## src/rtl/paddle_position_ctrl.sv

```systemverilog
// Paddle position register: advances the paddle once per frame from the movement
// requests, with a hold-to-accelerate step size and clamping to the playfield.
module paddle_position_ctrl #(
    parameter int unsigned TOP         = 165,
    parameter int unsigned BOTTOM      = 434,
    parameter int unsigned HEIGHT      = 60,
    parameter int unsigned MIN_STEP    = 2,
    parameter int unsigned MAX_STEP    = 5,
    parameter int unsigned RAMP_FRAMES = 8
) (
    input  logic        clk,
    input  logic        rst,
    input  logic        frame_tick,
    input  logic        move_up,
    input  logic        move_down,
    input  logic        center_req,
    output logic [10:0] P_upper_limit,
    output logic [10:0] P_down_limit,
    output logic [2:0]  step
);

    localparam int unsigned CNT_W = (RAMP_FRAMES > 1) ? $clog2(RAMP_FRAMES) : 1;

    localparam logic [10:0]      TOP_W    = 11'(TOP);
    localparam logic [10:0]      BOTTOM_W = 11'(BOTTOM);
    localparam logic [10:0]      HEIGHT_W = 11'(HEIGHT);
    localparam logic [10:0]      CENTER_W = 11'((TOP + BOTTOM - HEIGHT) / 2);
    localparam logic [2:0]       MIN_W    = 3'(MIN_STEP);
    localparam logic [2:0]       MAX_W    = 3'(MAX_STEP);
    localparam logic [CNT_W-1:0] CNT_LAST = CNT_W'(RAMP_FRAMES - 1);

    typedef enum logic [1:0] {
        IDLE = 2'd0,
        UP   = 2'd1,
        DOWN = 2'd2
    } dir_t;

    dir_t             state_q, state_d;
    logic [10:0]      upper_q, upper_d;
    logic [10:0]      lower_q, lower_d;
    logic [2:0]       step_q,  step_d;
    logic [CNT_W-1:0] cnt_q,   cnt_d;

    dir_t             move_dir;
    logic [2:0]       cur_step;
    logic [CNT_W-1:0] cur_cnt;
    logic [10:0]      cur_step_w;

    always_comb begin
        state_d    = state_q;
        upper_d    = upper_q;
        step_d     = step_q;
        cnt_d      = cnt_q;
        move_dir   = move_up ? UP : DOWN;
        cur_step   = (state_q == move_dir) ? step_q : MIN_W;
        cur_cnt    = (state_q == move_dir) ? cnt_q  : '0;
        cur_step_w = {8'd0, cur_step};

        if (frame_tick) begin
            if (center_req) begin
                upper_d = CENTER_W;
                state_d = IDLE;
                step_d  = MIN_W;
                cnt_d   = '0;
            end else if (move_up ^ move_down) begin
                state_d = move_dir;
                // A direction change restarts from MIN_STEP; clamped moves still ramp
                if (move_up) begin
                    upper_d = ((upper_q - TOP_W) < cur_step_w) ? TOP_W : (upper_q - cur_step_w);
                end else begin
                    upper_d = ((BOTTOM_W - lower_q) < cur_step_w) ? (BOTTOM_W - HEIGHT_W)
                                                                  : (upper_q + cur_step_w);
                end
                if (cur_cnt == CNT_LAST) begin
                    cnt_d  = '0;
                    step_d = (cur_step < MAX_W) ? (cur_step + 3'd1) : MAX_W;
                end else begin
                    cnt_d  = cur_cnt + CNT_W'(1);
                    step_d = cur_step;
                end
            end else begin
                state_d = IDLE;
                step_d  = MIN_W;
                cnt_d   = '0;
            end
        end

        lower_d = upper_d + HEIGHT_W;
    end

    always_ff @(posedge clk or negedge rst) begin
        if (!rst) begin
            state_q <= IDLE;
            upper_q <= CENTER_W;
            lower_q <= CENTER_W + HEIGHT_W;
            step_q  <= MIN_W;
            cnt_q   <= '0;
        end else begin
            state_q <= state_d;
            upper_q <= upper_d;
            lower_q <= lower_d;
            step_q  <= step_d;
            cnt_q   <= cnt_d;
        end
    end

    assign P_upper_limit = upper_q;
    assign P_down_limit  = lower_q;
    assign step          = step_q;

endmodule

```

## config.mk

```make
export PLATFORM = sky130hd
export DESIGN_NAME = paddle_position_ctrl
export DESIGN_NICKNAME = d
export VERILOG_FILES = /design/src/rtl/paddle_position_ctrl.sv
export SDC_FILE = /design/constraint.sdc
export NUM_CORES = 1
export LEC_CHECK = 0
export BUFFER_PORTS_ARGS = -buffer_cell sky130_fd_sc_hd__buf_2
export CORE_MARGIN = 2
export CORE_UTILIZATION = 52
export DETAILED_ROUTE_END_ITERATION = 8
export PLACE_DENSITY = 0.7
export SETUP_SLACK_MARGIN = 0.4
export SYNTH_ARGS = -nofsm -noshare
export SYNTH_HDL_FRONTEND = slang
export SYNTH_SLANG_ARGS = --single-unit
```

## constraint.sdc

```tcl
create_clock -name clk -period 5.5 [get_ports clk]
set_input_delay 1.1 -clock clk [delete_from_list [all_inputs] [get_ports clk]]
set_output_delay 1.1 -clock clk [all_outputs]
set_load 0.01 [all_outputs]
```

* Word-level counts from Yosys, hierarchy flattened
Cells that the tools add are included.
** Word-level totals
- Register bits after elaboration :: 30
- Input port bits :: 6
- Output and inout port bits :: 25
- Logic and storage cells :: 36
** Cells by class
- $add $sub $neg :: 7
- Magnitude comparators :: 3
- Equality and inequality tests :: 2
- Muxes and demuxes :: 18
- Bitwise logic cells :: 1
** Operator list (count)
- 2-to-1 mux 11 bit :: 6
- 2-to-1 mux 3 bit :: 9
- less-than comparator 11 x 3 -> 1 bit :: 2
- adder 11 x 3 -> 11 bit :: 1
- adder 11 x 6 -> 11 bit, second input constant :: 1
- subtractor 11 x 3 -> 11 bit :: 1
- subtractor 11 x 8 -> 11 bit, second input constant :: 1
- subtractor 9 x 11 -> 11 bit, first input constant :: 1
- adder 3 x 1 -> 3 bit, second input constant :: 2
- 2-to-1 mux 2 bit :: 3
- equality test 3 bit, second input constant :: 1
- less-than comparator 3 bit, second input constant :: 1
- equality test 2 bit :: 1
- bitwise XOR 1 bit :: 1

* Longest topological paths before layout
- Depth in word-level cells :: 10
- Depth in mapped cells :: 17
- Gate-level depth less buffers :: 16

* Worst setup path after synthesis
OpenSTA, ideal clock, no wires.
- Path kind :: input port to flip-flop
- Start :: input move_up
- End :: register lower_q[8] (netlist: P_down_limit[8])
- Setup time :: 0.075 ns
- Arrival time :: 4.385 ns
- Data required time :: 5.425 ns
- Slack :: 1.041 ns
- Cell stages on the path :: 15
- Buffers on the path :: 1
- Path through :: clkbuf_1 > nand2_1 > o21ai_1 > nand2_1 > ha_1 > or4b_4 > a2111oi_4 > o2111ai_4 > a41oi_1 > o21a_1 > inv_1 > ha_1 > nor2b_2 > a21oi_2 > xor2_1
** Between the ends
- Word-level cells in the longest chain between the ends :: 10
- Elaborated cells between the ends (all ways) :: 15
- Those cells by class :: add/sub (3); order compare (2); eq/ne (1); mux (8); bitwise (1)
** Ends and longest elaborated chain
- from (decl) :: RTL line 14 : input logic move_up,
- 2-to-1 mux 2 bit :: RTL line 54 : move_dir = move_up ? UP : DOWN;
- equality test 2 bit :: RTL line 55 : cur_step = (state_q == move_dir) ? step_q : MIN_W;
- 2-to-1 mux 3 bit :: RTL line 55
- adder 11 x 3 -> 11 bit (tied with other cells) :: RTL line 72 : : (upper_q + cur_step_w);
- 2-to-1 mux 11 bit, on equally long branches :: RTL line 71, 69
- 2-to-1 mux 11 bit :: RTL line 68 : if (move_up) begin
- 2-to-1 mux 11 bit (*) :: RTL line 65 : end else if (move_up ^ move_down) begin
- 2-to-1 mux 11 bit (*) :: RTL line 60 : if (center_req) begin
- 2-to-1 mux 11 bit (*) :: RTL line 59 : if (frame_tick) begin
- via upper_d[2] :: RTL line 39 : logic [10:0] upper_q, upper_d;
- adder 11 x 6 -> 11 bit (*) :: RTL line 88 : lower_d = upper_d + HEIGHT_W;
- via lower_d[8] :: RTL line 40 : logic [10:0] lower_q, lower_d;
- to (signal assigned) :: RTL line 95 : lower_q <= CENTER_W + HEIGHT_W;
- to (signal assigned) :: RTL line 101 : lower_q <= lower_d;
- to (decl) :: RTL line 40
Mark *: on every way through the listed nets, which the timed path passes. The rest lies on a longest branch.
A chain may end at the register's enable or synchronous reset.

* Final worst setup path
- Start :: input move_up
- End :: register lower_q[10] (netlist: P_down_limit[10])
The elaborated chain is that of the path after synthesis.

==> qor.csv <==
metric,value,unit
outcome,"finished, final reports clean",
netlist_top_cells_area,"sky130_fd_sc_hd__dfrtp_1 20%, sky130_fd_sc_hd__ha_1 8.6%, sky130_fd_sc_hd__dfstp_2 8.5%",
root_buffer,sky130_fd_sc_hd__clkbuf_8,
final_layout_size_suffix_gt1_frac,0.2107,
die_w,72.78,µm
cp-start-kind,primary input,
power.ir.vdd_worst,0.1370,mV
nNetsFinal,325,
wire_length_of_the_first_global_routing_pass,10.02,mm
placed_cells_incl_taps,349,
hold_class,reg2reg,
initialDrtViolationCount,119,
antenna_cells,0,
regToRegEndpoint,P_down_limit[10]$_DFF_PN0_,
numPortBuffers,30,
tritoncts_num_sinks,28,
critical_setup_path_kind,in2reg,
hold_path.startpoint,cnt_q[0]$_DFFE_PN0P_,
finalMaxSlewViolations,0,
number_of_antenna_violations_at_the_first_check_in_global_routing,0,
io-pin-count,31,
dr_total_vias,2165,
worst_skew_pair.late_latency,0.28,ns
detail_route.first_pass.iterations,4,
critPathRequiredTime,5.70,ns
synth.cells.most_frequent,"22 x sky130_fd_sc_hd__nand2_1, 20 x sky130_fd_sc_hd__dfrtp_1, 18 x sky130_fd_sc_hd__nor2_1",
yosys_most_used_dff,sky130_fd_sc_hd__dfrtp_1,
synthDistinctLibCells,68,
timing.critical_path.arrival,4.85,ns
instances_no_fill,353,
r2r-start,state_q[0]$_DFFE_PN0P_,
layout.area.seq,710.7,µm²
timing.max_slew.rel_slack,0.4818,
cts-buffers-inserted,3,
synth_area_leader_cell,sky130_fd_sc_hd__dfrtp_1,
cap_violations,0,
post-cts-setup-buffer-count,0,
vias_per_cell,6.133,
route.detailed.wl_per_inst,16.88,µm
synth-seq-cells,28,
static-leakage-power,0.001204,µW
layout_overhead_on_the_synthesized_area,8.444,%
max_freq,215.4,MHz
die_h,72.78,µm
postSynthNetCount,304,
grt_max_degree,29,
detail_route.wirelength,5.960,mm
core_area,4629,µm²
setup-tns-final,0,ns
slew_worst_pin,0.7707,ns
setup_violations,0,
fin_crit,4.643,ns
syn-instance-count,279,
multi_input_area,1602,µm²
regToRegSetupSlack,1.58,ns
post-dp-hpwl,4.402,mm
cp-startpoint,move_up,
ff2ff_path_depth,14,
critPathCaptureType,flip-flop,
clk_transition_reported_paths,0.09,ns
clock_tree.htree_level_count,1,
overflow,0,
gp_congestion,0.9371,
dieArea,5297,µm²
initial_core_util,0.5314,
clock_tree.buffer_depth,2,
cellPowerDensity,254.3,nW/µm²
vias_in_the_first_global_route,2100,
seq_area_frac_synth,0.2889,
synthesis.area_per_instance,8.817,µm²
std_cell_rows,25,
fillers,417,
synth_async_sr_flop_share,1.000,
synthesis.area,2460,µm²
cts-resized-gates,0,
yosys_warnings,0,
yosys.cell_count.top_type,sky130_fd_sc_hd__nand2_1,
synth-edff-count,0,
cp_max_fo,14,
synth_top_area_frac,0.2035,
count_of_nets_left_with_antenna_violations_after_detail_routing,0,
period_utilization,0.8441,
tot_gr_track_use,0.2420,
cts_hold_buf,0,
tritoncts,yes,
rsz0062_at_grt,no,
final_hold_vio_count,0,
hold-path-cell-count,1,
drt_drc_violations_left,0,
finalClockSkew,0.007369,ns
timing.critical_path.to,P_down_limit[10]$_DFF_PN0_,
how the worst min path moves through the flow:
stage / to
floorplan: cnt_q[0]$_DFFE_PN0P_
global placement: cnt_q[0]$_DFFE_PN0P_
detailed placement: cnt_q[0]$_DFFE_PN0P_
CTS: cnt_q[0]$_DFFE_PN0P_
global route: cnt_q[0]$_DFFE_PN0P_
finish: cnt_q[0]$_DFFE_PN0P_
worst max-delay path: stages:
cell and delay (ns):
sky130_fd_sc_hd__buf_2 0.25, sky130_fd_sc_hd__nand2_1 0.09, sky130_fd_sc_hd__o21ai_1 0.42, sky130_fd_sc_hd__nand2_1 0.31
sky130_fd_sc_hd__ha_1 0.29, sky130_fd_sc_hd__or4b_4 0.52, sky130_fd_sc_hd__a2111oi_4 0.33, sky130_fd_sc_hd__o2111ai_4 0.25
sky130_fd_sc_hd__a41oi_1 0.27, sky130_fd_sc_hd__o21a_1 0.23, sky130_fd_sc_hd__inv_1 0.08, sky130_fd_sc_hd__ha_1 0.22
sky130_fd_sc_hd__nor2b_2 0.18, sky130_fd_sc_hd__a21oi_2 0.14, sky130_fd_sc_hd__xor2_1 0.15
layer usage:
layer,vias to the layer above,part of all wire,GRT usage
met5,-,0,0
met2,89,0.46,0.3990
li1,1052,-,-
met1,1012,0.45,0.3255
met3,12,0.070,0.03453
met4,0,0.021,0.08436
sequential cells by signal (all words and copies together) (netlist names):
name	cells
P_down_limit	11
step	3
P_upper_limit	9
state_q	2
cnt_q	3
per-stage QoR:
step / hold WS [ns] / cell area (µm²) / power (µW) / utilization / worst slack (ns)
finish: 0.4856 / 2668 / 678.4 / 0.5762 / 0.8572
global route: 0.5175 / 2668 / 723.3 / 0.5762 / 0.5020
CTS: 0.4916 / 2668 / 681.4 / 0.5762 / 0.9107
detailed placement: 0.4692 / 2613 / 547.6 / 0.5643 / 0.6288
global placement: 0.4703 / 2613 / 548.5 / 0.5643 / 0.7398
floorplan: 0.4466 / 2460 / 474.5 / - / 1.041
cells in the final DEF, fill, tap and decap left out, drive strengths merged, types with 7 or more instances in the layout:
master	count
a21oi	19
buf	32
dfrtp	20
dfstp	8
ha	17
inv	18
nand2	22
nand3	7
nor2	18
nor3	11
o21ai	14
xor2	13
cells by family after synthesis:
logic type	share of synthesized area
xor+xnor	0.06765
flops	0.2889
fa+ha+maj	0.1027
mux	0.02594
buf+inv	0.06002
compound gates	0.2538
simple gates	0.2009
cell type report:
type	count	share of cell area
Timing Repair Buffer	32	0.06191
Multi-Input combinational cell	217	0.6004
Tap cell	54	0.02533
Clock buffer	4	0.02064
Sequential cell	28	0.2664
Inverter	18	0.02533
power breakdown:
group / leakage [µW] / switching [µW] / internal, µW
registers: 0.000353 / 62.0 / 243
logic: 0.000822 / 140 / 104
clock network: 0.0000288 / 65.6 / 64.2
total: 0.00120 / 267 / 411
No activity file was read; power rests on OpenSTA's default activity.
